### src/rtl/usb_rx_pkg.sv
`default_nettype none
// +----------------------------------------------------------------------------+
// | Module   : usb_rx_pkg                                                       |
// | Brief    : Shared state encoding and constants for the USB RX control path |
// | Revision : 1.0                                                              |
// +----------------------------------------------------------------------------+
package usb_rx_pkg;

    typedef enum logic [2:0] {
        IDLE     = 3'd0,
        SYNC_RCV = 3'd1,
        SYNC_CHK = 3'd2,
        RECEIVE  = 3'd3,
        WRITE    = 3'd4,
        EOP_WAIT = 3'd5,
        ERR_WAIT = 3'd6,
        EIDLE    = 3'd7
    } state_t;

    localparam logic [7:0] USB_SYNC_BYTE = 8'h80;
    localparam int         BITS_PER_BYTE = 8;

endpackage
`default_nettype wire

### src/rtl/usb_rx_ctrl.sv
`default_nettype none
// +----------------------------------------------------------------------------+
// | Module   : usb_rx_ctrl                                                      |
// | Brief    : USB RX control FSM: SYNC check, FIFO writes, framing/overflow   |
// |            errors. USB_RX_PKT_LEN_EN adds pkt_len/pkt_done reporting.      |
// | Revision : 1.0                                                              |
// +----------------------------------------------------------------------------+
module usb_rx_ctrl
    import usb_rx_pkg::*;
#(
    parameter logic [7:0] SYNC_PATTERN = USB_SYNC_BYTE,
    parameter int         MAX_BYTES    = 64,
    parameter int         BYTE_CNT_W   = $clog2(MAX_BYTES + 1)
)(
    input  logic                  clk,
    input  logic                  n_rst,
    input  logic                  d_edge,
    input  logic                  eop,
    input  logic                  shift_enable,
    input  logic                  byte_received,
    input  logic [7:0]            rcv_data,
    output logic                  timer_en,
    output logic                  timer_clr,
    output logic                  rcving,
    output logic                  w_enable,
    output logic                  r_error
`ifdef USB_RX_PKT_LEN_EN
    ,
    output logic [BYTE_CNT_W-1:0] pkt_len,
    output logic                  pkt_done
`endif
);

    localparam int                    C_BIT_CNT_W = $clog2(BITS_PER_BYTE);
    localparam logic [BYTE_CNT_W-1:0] C_MAX_BYTES = BYTE_CNT_W'(MAX_BYTES);

    state_t                  r_state;
    state_t                  w_state_nxt;
    logic [C_BIT_CNT_W-1:0]  r_bit_cnt;
    logic [BYTE_CNT_W-1:0]   r_byte_cnt;
    logic                    r_eop_seen;
    logic                    w_timer_en_nxt;
    logic                    w_timer_clr_nxt;
    logic                    w_rcving_nxt;
    logic                    w_enable_nxt;
    logic                    w_error_nxt;

    always_comb begin
        w_state_nxt = r_state;
        case (r_state)
            IDLE:     if (d_edge) w_state_nxt = SYNC_RCV;
            SYNC_RCV: begin
                if (byte_received)  w_state_nxt = SYNC_CHK;
                else if (eop)       w_state_nxt = ERR_WAIT;
            end
            SYNC_CHK: w_state_nxt = (rcv_data == SYNC_PATTERN) ? RECEIVE : ERR_WAIT;
            RECEIVE: begin
                // A completed byte beats a simultaneous EOP; EOP is re-seen on return.
                if (byte_received)  w_state_nxt = WRITE;
                else if (eop)       w_state_nxt = (r_bit_cnt == '0) ? EOP_WAIT : ERR_WAIT;
            end
            WRITE:    w_state_nxt = (r_byte_cnt == C_MAX_BYTES) ? ERR_WAIT : RECEIVE;
            EOP_WAIT: if (!eop) w_state_nxt = IDLE;
            ERR_WAIT: if (r_eop_seen && !eop) w_state_nxt = EIDLE;
            EIDLE:    if (d_edge) w_state_nxt = SYNC_RCV;
            default:  w_state_nxt = IDLE;
        endcase

        w_timer_en_nxt  = w_state_nxt inside {SYNC_RCV, SYNC_CHK, RECEIVE, WRITE};
        w_rcving_nxt    = !(w_state_nxt inside {IDLE, EIDLE});
        w_error_nxt     = w_state_nxt inside {ERR_WAIT, EIDLE};
        w_timer_clr_nxt = (r_state inside {IDLE, EIDLE}) && (w_state_nxt == SYNC_RCV);
        // The write strobe is suppressed up front when this byte would overflow.
        w_enable_nxt    = (r_state == RECEIVE) && (w_state_nxt == WRITE) &&
                          (r_byte_cnt != C_MAX_BYTES);
    end

    always_ff @(posedge clk) begin
        if (!n_rst) begin
            r_state   <= IDLE;
            timer_en  <= 1'b0;
            timer_clr <= 1'b0;
            rcving    <= 1'b0;
            w_enable  <= 1'b0;
            r_error   <= 1'b0;
        end else begin
            r_state   <= w_state_nxt;
            timer_en  <= w_timer_en_nxt;
            timer_clr <= w_timer_clr_nxt;
            rcving    <= w_rcving_nxt;
            w_enable  <= w_enable_nxt;
            r_error   <= w_error_nxt;
        end
    end

    always_ff @(posedge clk) begin
        if (!n_rst) begin
            r_bit_cnt  <= '0;
            r_byte_cnt <= '0;
            r_eop_seen <= 1'b0;
        end else begin
            if (byte_received || timer_clr)
                r_bit_cnt <= '0;
            else if (shift_enable && timer_en)
                r_bit_cnt <= r_bit_cnt + C_BIT_CNT_W'(1);

            if ((r_state == SYNC_CHK) && (w_state_nxt == RECEIVE))
                r_byte_cnt <= '0;
            else if ((r_state == WRITE) && (r_byte_cnt != C_MAX_BYTES))
                r_byte_cnt <= r_byte_cnt + BYTE_CNT_W'(1);

            // Recovery needs a full EOP assert/deassert seen while in ERR_WAIT.
            if (w_state_nxt == ERR_WAIT) begin
                if (eop) r_eop_seen <= 1'b1;
            end else begin
                r_eop_seen <= 1'b0;
            end
        end
    end

`ifdef USB_RX_PKT_LEN_EN
    always_ff @(posedge clk) begin
        if (!n_rst) begin
            pkt_len  <= '0;
            pkt_done <= 1'b0;
        end else begin
            pkt_done <= (r_state == EOP_WAIT) && (w_state_nxt == IDLE);
            if ((r_state == EOP_WAIT) && (w_state_nxt == IDLE))
                pkt_len <= r_byte_cnt;
        end
    end
`endif

endmodule
`default_nettype wire

### config.mk
export PLATFORM = sky130hd
export DESIGN_NAME = usb_rx_ctrl
export DESIGN_NICKNAME = d
export VERILOG_FILES = /design/src/rtl/usb_rx_pkg.sv /design/src/rtl/usb_rx_ctrl.sv
export SDC_FILE = /design/constraint.sdc
export NUM_CORES = 1
export LEC_CHECK = 0
export CORE_UTILIZATION = 44
export DETAILED_ROUTE_END_ITERATION = 7
export PLACE_DENSITY = 0.65
export SLEW_MARGIN = 30
export SYNTH_ARGS = -nofsm -noshare
export SYNTH_HDL_FRONTEND = slang
export SYNTH_SLANG_ARGS = --single-unit
export TNS_END_PERCENT = 1
### constraint.sdc
create_clock -name clk -period 5 [get_ports clk]
set_clock_uncertainty 0.2 [all_clocks]
set_input_delay 1 -clock clk [delete_from_list [all_inputs] [get_ports clk]]
set_output_delay 1 -clock clk [all_outputs]
set_load 0.02 [all_outputs]
=== Word level (Yosys, flattened, before mapping) ===
Cells that the tools add are included.

* Output and inout port bits: 5
* Input bits: 14
* Flip-flop bits (word level): 19
* Word-level logic and storage cells: 60

* Add/subtract/negate cells: 2
* Multiplexer cells: 11
* Eq/ne operators: 16
* Bitwise logic cells: 1
* Reduce and logical (&&, ||, !) cells: 21

{| class="wikitable"
|+ Operators by type and width
! kind !! number
|-
| two-way mux 3 bit || 9
|-
| == test 3 bit (second input constant) || 7
|-
| one-hot mux 3 bit (7 select lines) || 1
|-
| == test 3 x 2 -> 1 bit (second input constant) || 4
|-
| zero test 3 bit || 3
|-
| == test 8 bit (second input constant) || 1
|-
| adder 7 x 1 -> 7 bit (second input constant) || 1
|-
| == test 7 bit (second input constant) || 1
|-
| logical AND 1 bit || 7
|-
| inequality test 7 bit (second input constant) || 1
|-
| == test 3 x 1 -> 1 bit (second input constant) || 2
|-
| nonzero test 2 bit || 3
|-
| OR reduction 2 bit || 3
|-
| nonzero test 4 bit || 1
|-
| adder 3 x 1 -> 3 bit (second input constant) || 1
|-
| zero test 1 bit || 2
|-
| two-way mux 2 bit || 1
|-
| AND reduction 2 bit || 1
|-
| logical OR 1 bit || 1
|-
| NOT 1 bit || 1
|}

=== Longest topological paths before layout ===
* Word-level depth: 8
* Depth in mapped cells: 7
* Gate-level depth less buffers: 7

=== Least setup slack after synthesis ===
Ideal clock, no wire load.

* Path type: in2reg
* Start: input eop
* End: register w_enable
* Data arrival time: 2.305 ns
* Setup slack: 2.435 ns
* Stages: 5
* Required time: 4.740 ns
* Path through: buf_6 > o211a_1 > or4_4 > a2111oi_2 > and3_1

* Longest elaborated chain between the ends: 7
* Elaborated cells between the ends (all ways): 12
* Classes of those cells: eq/ne: 1; mux: 7; reduce/logical: 4

{| class="wikitable"
|+ Ends and longest elaborated chain
! what !! RTL line !! source
|-
| start, declared || usb_rx_ctrl.sv:18 || <nowiki>input logic eop,</nowiki>
|-
| zero test 1 bit || usb_rx_ctrl.sv:64 || <nowiki>ERR_WAIT: if (r_eop_seen && !eop) w_state_nxt = EIDLE;</nowiki>
|-
| logical AND 1 bit || usb_rx_ctrl.sv:64 ||
|-
| two-way mux 3 bit || usb_rx_ctrl.sv:64 ||
|-
| one-hot mux 3 bit (7 select lines) (*) || usb_rx_ctrl.sv:50 || <nowiki>case (r_state)</nowiki>
|-
| == test 3 bit (*) || usb_rx_ctrl.sv:74 || <nowiki>w_enable_nxt = (r_state == RECEIVE) && (w_state_nxt == WRITE) &&</nowiki>
|-
| logical AND 1 bit (*) (2 in series) || usb_rx_ctrl.sv:74 ||
|-
| end signal, assigned || usb_rx_ctrl.sv:91 || <nowiki>w_enable <= w_enable_nxt;</nowiki>
|-
| end, declared || usb_rx_ctrl.sv:25 || <nowiki>output logic w_enable,</nowiki>
|}

Mark *: on every way between the ends. The rest lies on a longest branch, timed or not.
A chain may end at the register's enable or synchronous reset.

=== Final worst setup path ===
* Start: input byte_received
* End: register w_enable

* Longest elaborated chain between the ends: 5
* Elaborated cells between the ends (all ways): 6
* Classes of those cells: eq/ne: 1; mux: 3; reduce/logical: 2

{| class="wikitable"
|+ Ends and longest elaborated chain
! what !! RTL line !! source
|-
| start, declared || usb_rx_ctrl.sv:20 || <nowiki>input logic byte_received,</nowiki>
|-
| two-way mux 3 bit (on tied branches) || usb_rx_ctrl.sv:59, usb_rx_ctrl.sv:53 ||
|-
| one-hot mux 3 bit (7 select lines) (*) || usb_rx_ctrl.sv:50 ||
|-
| == test 3 bit (*) || usb_rx_ctrl.sv:74 ||
|-
| logical AND 1 bit (*) (2 in series) || usb_rx_ctrl.sv:74 ||
|}

Marked as above.

==> out/qor.csv <==
stage,metric,value,unit
run_status,outcome,completed,
synth,synth_top_cell_area_share,0.3527,
critical_path,required,5.04,ns
global_route,grtUsageTotal,0.2015,
global_route,grt-ovfl-total,0,
routing,drtIter0Drc,10,
synth,synth-edff-count,0,
synth,synthTopCellsByArea,"dfxtp_1 35%, ha_1 4.6%, nor2_1 4.5%",
floorplanning,die_w,51.51,µm
routing,firstDrtPassIters,4,
layout,insertedDiodeCount,0,
routing,drc,0,
layout,syn_to_final_growth,18.91,%
floorplanning,core_area,0.002255,mm²
timing,fin_crit,2.815,ns
critical_path,path_max_fanout,8,
synth,ys.warnings.count,0,
timing,relSlewSlack,0.6512,
timing,finalCritPeriodShare,0.5630,
critical_path,end_kind,flop,
routing,ant_nets,0,
floorplanning,pin_count,19,
global_route,grt_max_degree,17,
clock_tree,cts_tree,yes,
critical_path,cp_cell_sequence,clkdlybuf4s50_1 -> o211a_1 -> or4_4 -> a2111oi_2 -> and3_1,
floorplanning,dieArea,0.002653,mm²
timing,setup_viol,0,
worst_hold_path,hold_class,flop to flop,
placement,numPortBuffers,18,
synth,yosysSeqAreaShare,0.3527,
clock_tree,cts_max_level,1,
global_route,grt_pass1_wl,3988,µm
routing,wl_per_cell,12.98,µm
floorplanning,start_util,0.4784,
power,pwr_density_cell,463.1,mW/mm²
synth,yosysMostFrequentCell,dfxtp_1,
floorplanning,rows,17,
power,p_leak,0.4508,nW
clock_tree,cts_setup_buffers,0,
critical_path,critPathKind,primary input to flop,
timing,fin_setup_tns,0,ns
clock_tree,clk_latency,0.29,ns
synth,synth_commonest_cells,"19 x dfxtp_1, 13 x nor2_1, 10 x nand2_1",
timing,max_slew.worst_pin.slew,0.5100,ns
clock_tree,cts_root_buffer,clkbuf_4,
routing,via_per_inst,5.581,
critical_path,r2r_setup_slack,2.74,ns
routing,wirelength,2168,µm
critical_path,cpPeakStageDelay,0.56,ns
power,vdd_drop_max,0.3034,mV
timing,rsz0062_at_grt,false,
synth,netlist_area,0.001079,mm²
global_route,antenna_found_initial,0,
synth,yosys_most_used_dff,dfxtp_1,
clock_tree,post_cts_resized,0,
clock_tree,cts_buffer_depth,2,
global_route,grt_pass1_vias,907,
timing,hold_viol,0,
floorplanning,die_y,51.51,µm
layout,nNetsFinal,158,
clock_tree,clk_pin_slew,0.10,ns
layout,nFillCells,235,
timing,max_freq,355.2,MHz
clock_tree,cts_buffers,3,
layout,drive_gt1_frac,0.09353,
synth,synth.ff_latch_count,19,
placement,hpwl,1674,µm
critical_path,slowest_stage,clkdlybuf4s50_1,
clock_tree,hold_buffers,0,
critical_path,worstPathArrival,2.86,ns
run,drv_cap,0,
synth,synth_nets,139,
synth,ys_async_sr_fraction,0,
power,p_total,593.9,µW
critical_path,start_kind,primary input,
clock_tree,clkSinkCount,19,
synth,synth_top_area_cell,dfxtp_1,
synth,syn_inst,121,
timing,slew_violations,0,
synth,synthDistinctLibCells,45,
routing,vias,932,
placement,gp_congestion,0.8506,
synth,avgSynthCellArea,8.914,µm²
cell usage in the layout, fill, tap and decap left out, types with 2 or more instances in the layout:
cell / instances
dfxtp_1: 19
clkdlybuf4s50_1: 18
nor2_1: 13
nand2_1: 10
inv_1: 6
a21oi_1: 6
o21ai_0: 4
nand2b_1: 4
xor2_1: 4
ha_1: 4
or3_1: 3
nor3b_1: 3
nand4_1: 3
a211oi_1: 3
nand3_1: 3
clkbuf_4: 3
xnor2_1: 2
nor3_1: 2
and3_1: 2
area by class of cell:
type | instances | area [µm²] | share of cell area
sequential | 19 | 380.4 | 0.2966
clock buffer | 4 | 26.28 | 0.02049
timing repair buffer | 18 | 180.2 | 0.1405
multi-input combinational | 91 | 634.4 | 0.4946
inverter | 7 | 26.28 | 0.02049
tap | 28 | 35.03 | 0.02732
worst paths after layout:
path	start	to	depth (start not counted)
worst max-delay path	byte_received	w_enable$_SDFF_PN0_	5
worst min-delay path	r_bit_cnt[1]$_SDFFE_PP0P_	r_bit_cnt[1]$_SDFFE_PP0P_	2
worst max register to register	r_state[2]$_SDFF_PN0_	w_enable$_SDFF_PN0_	5
worst min register to register	r_bit_cnt[1]$_SDFFE_PP0P_	r_bit_cnt[1]$_SDFFE_PP0P_	2
stage by stage:
stage            util  instance area (µm²)  hold WS (ns)  setup WS, ns  instances
2_1_floorplan       -                 1079        0.2522         2.435        121
3_3_place_gp   0.5572                 1256        0.2691         1.916        163
3_5_place_dp   0.5572                 1256        0.2768         1.883        163
4_1_cts        0.5688                 1282        0.2909         2.193        167
5_1_grt        0.5688                 1282        0.3211         2.069        167
6_report       0.5688                 1282        0.2869         2.185        167
worst max-delay path: cells and delay by family:
kind	cells	cell delay [ns]
AND/OR/NAND/NOR	2	0.73
AO/OA/AOI/OAI	2	0.56
buffers and inverters	1	0.56
sequential cells by signal, indices dropped and copies added, names as in the netlist:
signal and count:
r_bit_cnt 3, r_byte_cnt 7, r_eop_seen 1, r_error 1, r_state 3, rcving 1, timer_clr 1, timer_en 1
w_enable 1
routing by layer:
layer | vias up | track usage | part of all wire
met5 | - | 0 | 0
met4 | 0 | 0.07658 | 0.015
met3 | 4 | 0.03801 | 0.025
met2 | 21 | 0.3268 | 0.47
met1 | 432 | 0.2636 | 0.49
li1 | 475 | - | -
cells by family after synthesis:
family,after synthesis,share of synthesized area
AO/OA/AOI/OAI,27,0.1961
XOR/XNOR,6,0.04872
adder cells (fa/ha/maj),4,0.04641
buffers and inverters,11,0.05915
flip-flops,19,0.3527
AND/OR/NAND/NOR,54,0.2970
report_power, final:
part	total, mW	internal (mW)	switching (mW)
Combinational	0.285	0.133	0.152
Clock	0.0762	0.0310	0.0451
Sequential	0.233	0.183	0.0500
Total	0.594	0.347	0.247
No activity file was read; power rests on OpenSTA's default activity.
